<file path="config.mk">
export PLATFORM = sky130hd
export DESIGN_NAME = uart_tx_ctrl
export DESIGN_NICKNAME = d
export VERILOG_FILES = /design/src/rtl/uart_pkg.sv /design/src/rtl/uart_baud_cnt.sv /design/src/rtl/uart_tx_ctrl.sv
export SDC_FILE = /design/constraint.sdc
export NUM_CORES = 1
export LEC_CHECK = 0
export CAP_MARGIN = 40
export CELL_PAD_IN_SITES_DETAIL_PLACEMENT = 1
export CELL_PAD_IN_SITES_GLOBAL_PLACEMENT = 2
export CORE_ASPECT_RATIO = 1.2
export CORE_MARGIN = 10
export CORE_UTILIZATION = 33
export DETAILED_ROUTE_END_ITERATION = 12
export GPL_TIMING_DRIVEN = 0
export PLACE_DENSITY_LB_ADDON = 0.1
export SYNTH_ARGS = -nofsm -noshare
export SYNTH_HDL_FRONTEND = slang
export SYNTH_SLANG_ARGS = --single-unit
</file>
<file path="constraint.sdc">
create_clock -name clk -period 2.6 [get_ports clk]
set_clock_uncertainty 0.15 [all_clocks]
set_input_delay 0.26 -clock clk [delete_from_list [all_inputs] [get_ports clk]]
set_output_delay 0.26 -clock clk [all_outputs]
set_load 0.01 [all_outputs]
</file>
<file path="src/rtl/uart_pkg.sv">
// uart_pkg: shared frame constants and FSM state encoding for the UART Tx path
package uart_pkg;
  localparam int DATA_BITS = 8;
  localparam int CLKS_PER_BIT_DEF = 868;
  typedef enum logic [1:0] {
    IDLE  = 2'b00,
    START = 2'b01,
    DATA  = 2'b10,
    STOP  = 2'b11
  } state_e;
endpackage

</file>
<file path="src/rtl/uart_baud_cnt.sv">
// uart_baud_cnt: bit-period counter, tick marks the last clock of each bit
module uart_baud_cnt import uart_pkg::*; #(
  parameter int CLKS_PER_BIT = CLKS_PER_BIT_DEF
) (
  input  logic clk,
  input  logic rst,
  input  logic clr,
  output logic tick
);
  localparam int W = $clog2(CLKS_PER_BIT);
  localparam logic [W-1:0] LAST = W'(CLKS_PER_BIT - 1);
  logic [W-1:0] cnt_q, cnt_d;
  // wrap to zero at the bit boundary, hold at zero while cleared
  always_comb begin
    tick = cnt_q == LAST;
    cnt_d = (clr || tick) ? '0 : cnt_q + W'(1);
  end
  // counter register
  always_ff @(posedge clk or posedge rst) begin
    if (rst) cnt_q <= '0;
    else cnt_q <= cnt_d;
  end
endmodule

</file>
<file path="src/rtl/uart_tx_ctrl.sv">
// uart_tx_ctrl: sequences start, 8 data bits LSB first and stop bit onto tx
module uart_tx_ctrl import uart_pkg::*; #(
  parameter int CLKS_PER_BIT = CLKS_PER_BIT_DEF
) (
  input  logic       clk,
  input  logic       rst,
  input  logic       start,
  input  logic [7:0] data_in,
  output logic       tx,
  output logic       busy,
  output logic       done
);
  state_e state_q, state_d;
  logic [DATA_BITS-1:0] hold_q, hold_d;
  logic [2:0] bit_q, bit_d, bit_nx;
  logic tx_q, tx_d, busy_q, busy_d, done_q, done_d, tick;
  uart_baud_cnt #(.CLKS_PER_BIT(CLKS_PER_BIT)) u_baud (
    .clk (clk),
    .rst (rst),
    .clr (state_q == IDLE),
    .tick(tick)
  );
  // next-state logic; tx is computed one step ahead so it changes on the same edge as the state
  always_comb begin
    state_d = state_q;
    hold_d = hold_q;
    bit_d = bit_q;
    bit_nx = bit_q + 3'd1;
    tx_d = tx_q;
    busy_d = busy_q;
    done_d = 1'b0;
    unique case (state_q)
      IDLE: begin
        tx_d = 1'b1;
        if (start) begin
          hold_d = data_in;
          state_d = START;
          tx_d = 1'b0;
          busy_d = 1'b1;
        end
      end
      START: if (tick) begin
        state_d = DATA;
        bit_d = '0;
        tx_d = hold_q[0];
      end
      DATA: if (tick) begin
        if (bit_q == 3'(DATA_BITS - 1)) begin
          state_d = STOP;
          tx_d = 1'b1;
        end else begin
          bit_d = bit_nx;
          tx_d = hold_q[bit_nx];
        end
      end
      STOP: if (tick) begin
        state_d = IDLE;
        busy_d = 1'b0;
        done_d = 1'b1;
      end
    endcase
  end
  // state and registered outputs; reset drops any frame in flight and idles the line
  always_ff @(posedge clk or posedge rst) begin
    if (rst) begin
      state_q <= IDLE;
      hold_q <= '0;
      bit_q <= '0;
      tx_q <= 1'b1;
      busy_q <= 1'b0;
      done_q <= 1'b0;
    end else begin
      state_q <= state_d;
      hold_q <= hold_d;
      bit_q <= bit_d;
      tx_q <= tx_d;
      busy_q <= busy_d;
      done_q <= done_d;
    end
  end
  assign tx = tx_q;
  assign busy = busy_q;
  assign done = done_q;
endmodule
</file>
==> impl_summary.md, run 1 <==
Floorplan
The die covers 7210 µm². The die boundary width is 79.20 µm. The effective utilization at floorplan is 34.66%. During I/O placement, the number of pins put on the boundary was 14.

The site row count is 25. The total core area is 4004 µm². The height of the die is 91.04 µm.

Routing
In the routed layout, each cell is associated on average with a via count of 4.810. In the final routed layout, each cell accounts on average for 13.65 µm. Wires add up to 2729 µm.

The number of detailed-route iterations in the first pass is 2. The number of vias in the routed layout is 962. In this run the remaining antenna-violating nets after routing total 0. For this run, design rule violations remaining after detail routing come to 0. The first routing iteration left 22 violations.

Layout
The number of antenna diodes in the final layout is 0. The post-route cell area is 1668 µm². In the layout the commonest cells are 25 x sky130_fd_sc_hd__dfrtp_1, 16 x sky130_fd_sc_hd__nor2_1, 13 x sky130_fd_sc_hd__mux2_2, 13 x sky130_fd_sc_hd__clkdlybuf4s50_1, 10 x sky130_fd_sc_hd__inv_1. The library cell used most frequently in the layout, excluding fill and tap cells, is sky130_fd_sc_hd__dfrtp_1. The final non-filler cell total is 200.

The area of the multi-input gates is 678.2 µm². The fill cell instance count of the final layout is 471. The share of the core filled with cells is 41.66%.

The area growth from synthesis to layout is 20.20%. The total number of nets in the final design is 167. The fraction of final layout cells sized beyond drive strength 1 is 17.81%. In the final layout, flip-flops and latches occupy 651.9 µm².

Critical path
The maximum fanout encountered on the critical timing path is 9. Together, buffers and inverters on the worst path number 1. The largest individual stage delay along the critical path comes from the cell sky130_fd_sc_hd__or4b_1. The critical path goes through or4b_1 -> or4_1 -> buf_6 -> a221oi_4 -> mux2_4.

The family with the most delay on the worst path is simple AND/OR/NAND/NOR gates. STA classifies the critical path endpoint as a flip-flop. For the worst setup path, the data required time is 2.61 ns. The largest single stage delay on the critical path is 0.52 ns.

The start-to-end type of the worst setup path is flip-flop to flip-flop. STA classifies the critical path startpoint as a flip-flop. STA puts the critical path data arrival time at 2.50 ns.

Synthesis
The top cell type's share of synthesized area is 45.09%. The proportion of synthesized area in mux cells is 12.35%. After synthesis the cells add up to 1388 µm². The number of warning messages in the yosys log is 0. Ranked by total cell area, the synthesized netlist is headed by sky130_fd_sc_hd__dfrtp_1 45%, sky130_fd_sc_hd__mux2_2 11%, sky130_fd_sc_hd__ha_1 8.1%. The synthesized netlist devotes 9.288% of its cell area to compound gates. The synthesized-area fraction occupied by xor and xnor cells is 5.050%. Synthesis produced a netlist with a net count of 148. The post-synthesis adder-cell area fraction is 8.115%. The async set or reset register ratio after synthesis is 100.0%. The post-synthesis area per instance is 10.84 µm². The cell type with the largest total area after synthesis is sky130_fd_sc_hd__dfrtp_1.

The area fraction in and, or, nand and nor cells after synthesis is 14.07%. The synthesized design contains 0 enable-type register cells. In the synthesized netlist, the number of instances is 128. Counting distinct cell types in the post-synthesis netlist gives 35. By area, the combinational part of the netlist is dominated by simple AND/OR/NAND/NOR gates. The number of storage elements in the synthesis netlist is 26. The main flop type after synthesis is sky130_fd_sc_hd__dfrtp_1.

The share of the Yosys chip area taken by registers is 46.98%.

Clock network
In this run the deepest clock path goes through 2 buffers. The tree is rooted in a sky130_fd_sc_hd__clkbuf_8. The clock latency at the later pin of the worst-skew pair is 0.27 ns. The CTS tree is built.

The post-cts hold buffer count is 0. Counting every sink on the clock net gives 26. Buffers added to address setup during post-CTS repair amount to 0. The number of levels the H-tree was split into is 1. The post-CTS clock slew at the launch and capture registers of the worst setup and hold paths is 0.09 ns. In this run, post-CTS repair resized a total of 0 instances. TritonCTS created 3 clock buffers.

Global route
The number of global-route vias before repair came to 1,117. Entering global routing, the biggest net connects 20 pins. The first-pass GRT wire length is 5057 µm. After global routing the overflow that remains totals 0.

In the global route stage, overall resource usage came out at 8.428%. The number of antenna violations at the first check in global routing is 0.

Place
In this run the cell area measured after placement is 1613 µm². The detailed placer's ending HPWL is 2219 µm. The routability congestion estimate from global placement is 0.7247. In this run, placement finished with an instance count of 196. The number of buffers inserted by port buffering is 13.

Power and ir drop
The power density over cell area is 415.3 nW/µm². The worst supply voltage drop on vdd is 0.1585 mV. The leakage power is 0.7522 nW.

Timing
The tightest hold path in the finished design has a slack of 0.1138 ns. The final count of hold timing violations is 0. The setup TNS is 0 ns. After layout, the minimum clock period comes to 2.486 ns. The final max-slew violation count came to 0. Measured against its own limit, the worst slew margin works out to 73.79%. For the pin with the worst max-slew slack, the measured transition is 0.3927 ns. Setup violations remaining at the end of the flow were counted as 0.

For this run, the top clock speed supported by timing is 402.3 MHz. Setup repair after global routing left no endpoint under its margin. The final clock period utilization by the worst path is 95.61%.

Run status
The flow ran to the end, and the final reports show no timing, DRC or antenna violations.

Job
Max-cap violations in this run came to 0.

Min path
The min-delay analysis places its worst path in the category primary input to async pin.
==> cell usage after synthesis (2+ instances only) <==
master	count
sky130_fd_sc_hd__ha_1	9
sky130_fd_sc_hd__nand3_1	5
sky130_fd_sc_hd__or2_2	2
sky130_fd_sc_hd__xor2_1	2
sky130_fd_sc_hd__a21oi_1	3
sky130_fd_sc_hd__o21ai_0	3
sky130_fd_sc_hd__mux2_2	13
sky130_fd_sc_hd__xnor2_1	6
sky130_fd_sc_hd__nor2_1	16
sky130_fd_sc_hd__dfrtp_1	25
sky130_fd_sc_hd__inv_1	10
sky130_fd_sc_hd__a22o_1	3
sky130_fd_sc_hd__nor2b_1	2
sky130_fd_sc_hd__nand2_1	8
==> state kept, by name, indices dropped and copies added, names as in the netlist <==
name          cells
busy              1
state_q           2
done              1
hold_q            8
bit_q             3
tx                1
u_baud.cnt_q     10
==> path summary, 6_finish.rpt <==
path                                       from         endpoint  slack (ns)  cells past startpoint
worst min-delay path                        rst  u_baud.cnt_q[3]        0.11                      2
worst max-delay path            u_baud.cnt_q[2]       state_q[1]        0.11                      5
worst max register to register  u_baud.cnt_q[2]       state_q[1]        0.11                      5
max in group asynchronous                   rst               tx        1.68                      3
min in group clk                u_baud.cnt_q[0]  u_baud.cnt_q[0]        0.34                      1
worst min register to register  u_baud.cnt_q[0]  u_baud.cnt_q[0]        0.34                      1
==> cell type report <==
type / instances / area share [%]
multi-input combinational: 89 / 40.66
sequential: 26 / 39.08
timing repair buffer: 14 / 9.452
tap: 54 / 4.051
clock buffer: 4 / 3.301
inverter: 10 / 2.251
buffer: 3 / 1.200
==> logic make-up (layout without fill, tap and decap cells) <==
| logic type | count (synthesis) | count (layout) |
|---|---|---|
| buffers and inverters | 13 | 31 |
| multiplexers | 15 | 15 |
| flip-flops | 26 | 26 |
| AND/OR/NAND/NOR | 41 | 41 |
| AO/OA/AOI/OAI | 16 | 16 |
| adder cells (fa/ha/maj) | 9 | 9 |
| XOR/XNOR | 8 | 8 |
==> power by group <==
part	switching (mW)	total, mW	internal (mW)
Sequential	0	0.404	0.404
Clock	0.124	0.260	0.135
Combinational	0.0115	0.0290	0.0175
Total	0.136	0.693	0.557
==> metrics by stage <==
stage | setup WS (ns) | power, mW
final | 0.1141 | 0.6927
after global routing | 0.005739 | 0.7255
after CTS | 0.1026 | 0.7118
after detailed placement | 0.1209 | 0.4425
after global placement | 0.1281 | 0.4367
after floorplan | 0.2168 | 0.4185
==> per-layer routing <==
layer | global-route usage (%) | vias to the layer above | share of wire [%]
met5 | 0 | - | 0
met1 | 8.501 | 478 | 38
met4 | 2.695 | 0 | 1.4
li1 | - | 471 | -
met2 | 16.28 | 8 | 58
met3 | 1.874 | 5 | 2.1
(Power assumes the default switching activity.)
==> run 2, diff against run 1 <==
- REMOVE_ABC_BUFFERS: default -> 1
==> run 2 against run 1 <==
Combinational power hardly changed. Final cell count is 1.5% lower. Clock-buffer cell count stayed put.
==> impl_summary.md, run 2 (same netlist as run 1, synthesis figures left out) <==
Timing
The final max-slew violation count is 0 (unchanged). The maximum clock rate is 405.4 MHz (was 402.3 MHz). The transition at the pin with the smallest max-transition slack is 0.4040 ns (was 0.3927 ns).

The final count of hold timing violations was 0 (unchanged). Unrepaired setup endpoints after global routing: false (unchanged). The setup-violating endpoint count in the final report is 0 (unchanged). The shortest period the worst path allows is 2.467 ns (was 2.486 ns).

The setup TNS is 0 ns (unchanged). The final clock period utilization by the worst path is 94.88% (was 95.61%). The slack of the critical path is 0.1331 ns (was 0.1141 ns). The worst slew slack as a fraction of its limit is 73.04% (was 73.79%).

Critical path
The family with the most delay on the worst path is simple AND/OR/NAND/NOR gates (unchanged). The sort of element at the start of the critical path is a flip-flop (unchanged). Crit-path cells: or4b_1 -> or4_4 -> a221oi_4 -> mux2_4 (was or4b_1 -> or4_1 -> buf_6 -> a221oi_4 -> mux2_4). The critical path data arrival time is 2.48 ns (was 2.50 ns).

The start-to-end type of the worst setup path was flip-flop to flip-flop (unchanged). The critical path's largest stage delay came to 0.58 ns (was 0.52 ns). The total buffers and inverters traversed by the critical path is 0 (was 1). The maximum fanout encountered on the critical timing path is 9 (unchanged). The standard cell with the maximum stage delay on the critical path was sky130_fd_sc_hd__or4_4 (was sky130_fd_sc_hd__or4b_1). The critical path endpoint category is a flip-flop (unchanged).

The required time reported for the critical path endpoint is 2.61 ns (about the same).

Layout
The register ranked first by flip-flop count is u_baud.cnt_q (unchanged). The fill cell instance count of the final layout is 469 (was 471). Most frequent cells in the layout: 25 x sky130_fd_sc_hd__dfrtp_1, 16 x sky130_fd_sc_hd__nor2_1, 13 x sky130_fd_sc_hd__mux2_2, 13 x sky130_fd_sc_hd__clkdlybuf4s50_1, 10 x sky130_fd_sc_hd__inv_1 (unchanged). The synthesis-to-layout area growth was 19.03% (was 20.20%). The total number of nets in the final design came to 164 (was 167). The fraction of final layout cells sized beyond drive strength 1 came to 17.48% (was 17.81%). Leading registers by flop count: u_baud.cnt_q x10, hold_q x8, bit_q x3 (unchanged). The antenna diode count is 0 (unchanged). The commonest non-fill, non-tap cell in the layout was sky130_fd_sc_hd__dfrtp_1 (unchanged). The flip-flop count of the largest register, all copies and words added is 10 (unchanged).

Floorplan
The height of the die is 91.04 µm (unchanged). The number of top-level design ports is 14 (unchanged). The total core area is 4004 µm² (unchanged). The die area came to 7210 µm² (unchanged). The die boundary width is 79.20 µm (unchanged). The effective utilization at floorplan was 34.66% (unchanged). The site row count came to 25 (unchanged).

Routing
The detailed-route vias per instance is 4.807 (was 4.810). The amount of wire on met3 after detailed routing is 52 µm (was 58 µm). The detailed router's first-iteration violation count is 25 (was 22). The final wirelength was 2972 µm (was 2729 µm).

The remaining antenna violation count after routing is 0 (unchanged). The routed wire length per instance is 15.09 µm (was 13.65 µm). The met2 layer wire length in the routed design is 1688 µm (was 1587 µm). The routed length on met1 is 1218 µm (was 1045 µm). The number of detailed-route iterations in the first pass is 2 (unchanged). The number of vias in the routed layout is 947 (was 962). The residual DRC count is 0 (unchanged). The top metal layer carrying routed signals is met4 (unchanged).

Place
The number of buffers inserted by port buffering came to 13 (unchanged). The routability congestion estimate from global placement was 0.7326 (was 0.7247). The detailed placer's ending HPWL is 2317 µm (was 2219 µm). The worst setup timing slack at the placement stage is -0.002694 ns (was 0.1209 ns).

Clock network
The TritonCTS sink count was 26 (unchanged). The CTS tree is built (unchanged). The buffer type at the clock tree root was sky130_fd_sc_hd__clkbuf_8 (unchanged).

The number of CTS-inserted buffers is 3 (unchanged). The number of setup buffers added after CTS is 0 (unchanged). The post-CTS clock slew at the launch and capture registers of the worst setup and hold paths is 0.09 ns (about the same).

The number of levels the H-tree was split into is 1 (unchanged). The deepest clock path buffer count is 2 (unchanged). The clock latency at the later pin of the worst-skew pair is 0.27 ns (about the same).

Job
The max capacitance violation total is 0 (unchanged).

Power and ir drop
The portion of total power attributed to the clock network is 37.8% (was 37.5%). The leakage power is 0.7411 nW (was 0.7522 nW). The part of the power in combinational logic was 4.2% (about the same). The share of total power consumed by net switching is 20.07% (was 19.61%). The power dissipated by switching net loads is 0.1398 mW (was 0.1358 mW). The worst supply voltage drop on vdd came to 0.1590 mV (was 0.1585 mV).

The proportion of power drawn by flip-flops and latches was 58.0% (was 58.3%). The cell internal power dissipation is 0.5569 mW (about the same). The power density over cell area came to 421.9 nW/µm² (was 415.3 nW/µm²).

The post-layout total power is 0.6967 mW (was 0.6927 mW).

Global route
The number of antenna violations at the first check in global routing came to 0 (unchanged). The global-route total usage across every layer came to 8.981% (was 8.428%). The total congestion overflow was 0 (unchanged). The pin count of the biggest net entering global routing is 20 (unchanged). The number of global-route vias before repair is 1,142 (was 1,117). The first-pass GRT wire length is 5340 µm (was 5057 µm).

Min path
The worst min-delay path category is primary input to async pin (unchanged).

Run status
Outcome: complete, no violations (unchanged).
[run 2: changes by cell type in the layout (fill, tap and decap cells not counted)]
cell and change:
sky130_fd_sc_hd__buf_2 -1, sky130_fd_sc_hd__buf_6 -1, sky130_fd_sc_hd__clkbuf_1 -1, sky130_fd_sc_hd__or4_1 -1, sky130_fd_sc_hd__or4_4 +1
[run 2: metal layers]
metal	track usage, %	vias to the layer above
met5	0	-
met4	2.695	0
met3	1.578	2
met2	17.17	9
met1	9.524	470
li1	-	466
[run 2: worst reg2reg max path, delay by kind of cell (launching register included)]
family             cells  cell delay, ns
AOI/OAI and AO/OA      1            0.32
and+or+nand+nor        2            1.12
muxes                  1            0.32
DFF                    1            0.46
[run 2: repair_timing]
action / in CTS / in global routing
gates resized for setup: 1 / 0
hold endpoints to repair: 0 / 0
hold buffers: 0 / 0
setup endpoints to repair: 1 / 0
[run 2: stage by stage]
stage / util, % / std cells / hold WS [ns] / area [µm²]
global route: 41.25 / 197 / 0.1477 / 1652
floorplan: - / 125 / 0.1493 / 1368
global placement: 39.09 / 192 / 0.3336 / 1565
finish: 41.25 / 197 / 0.1313 / 1652
CTS: 41.25 / 197 / 0.1378 / 1652
detailed placement: 39.78 / 193 / 0.3426 / 1593
[run 2: final timing paths]
check                                     start              end  slack (ns)  depth (start not counted)
worst min-delay path                        rst  u_baud.cnt_q[6]        0.13                          2
worst min register to register  u_baud.cnt_q[0]  u_baud.cnt_q[0]        0.35                          1
worst max register to register  u_baud.cnt_q[2]       state_q[1]        0.13                          4
worst max-delay path            u_baud.cnt_q[2]       state_q[1]        0.13                          4
min in group clk                u_baud.cnt_q[0]  u_baud.cnt_q[0]        0.35                          1
max in group asynchronous                   rst               tx        1.66                          3
[run 2: power by group through the flow]
stage                     clock network (mW)  logic, mW  registers (mW)
after floorplan                            0    0.00641           0.412
after global placement                     0     0.0245           0.412
after detailed placement                   0     0.0303           0.412
after CTS                              0.276     0.0304           0.404
after global routing                   0.297     0.0320           0.404
final                                  0.264     0.0291           0.404
[run 2: layout make-up]
class                      count  area [µm²]  area share (%)
sequential                    26       651.9           39.47
multi-input combinational     89       681.9           41.29
clock buffer                   4       55.05           3.333
tap                           54       67.56           4.091
inverter                      10       37.54           2.273
timing repair buffer          14       157.7           9.545
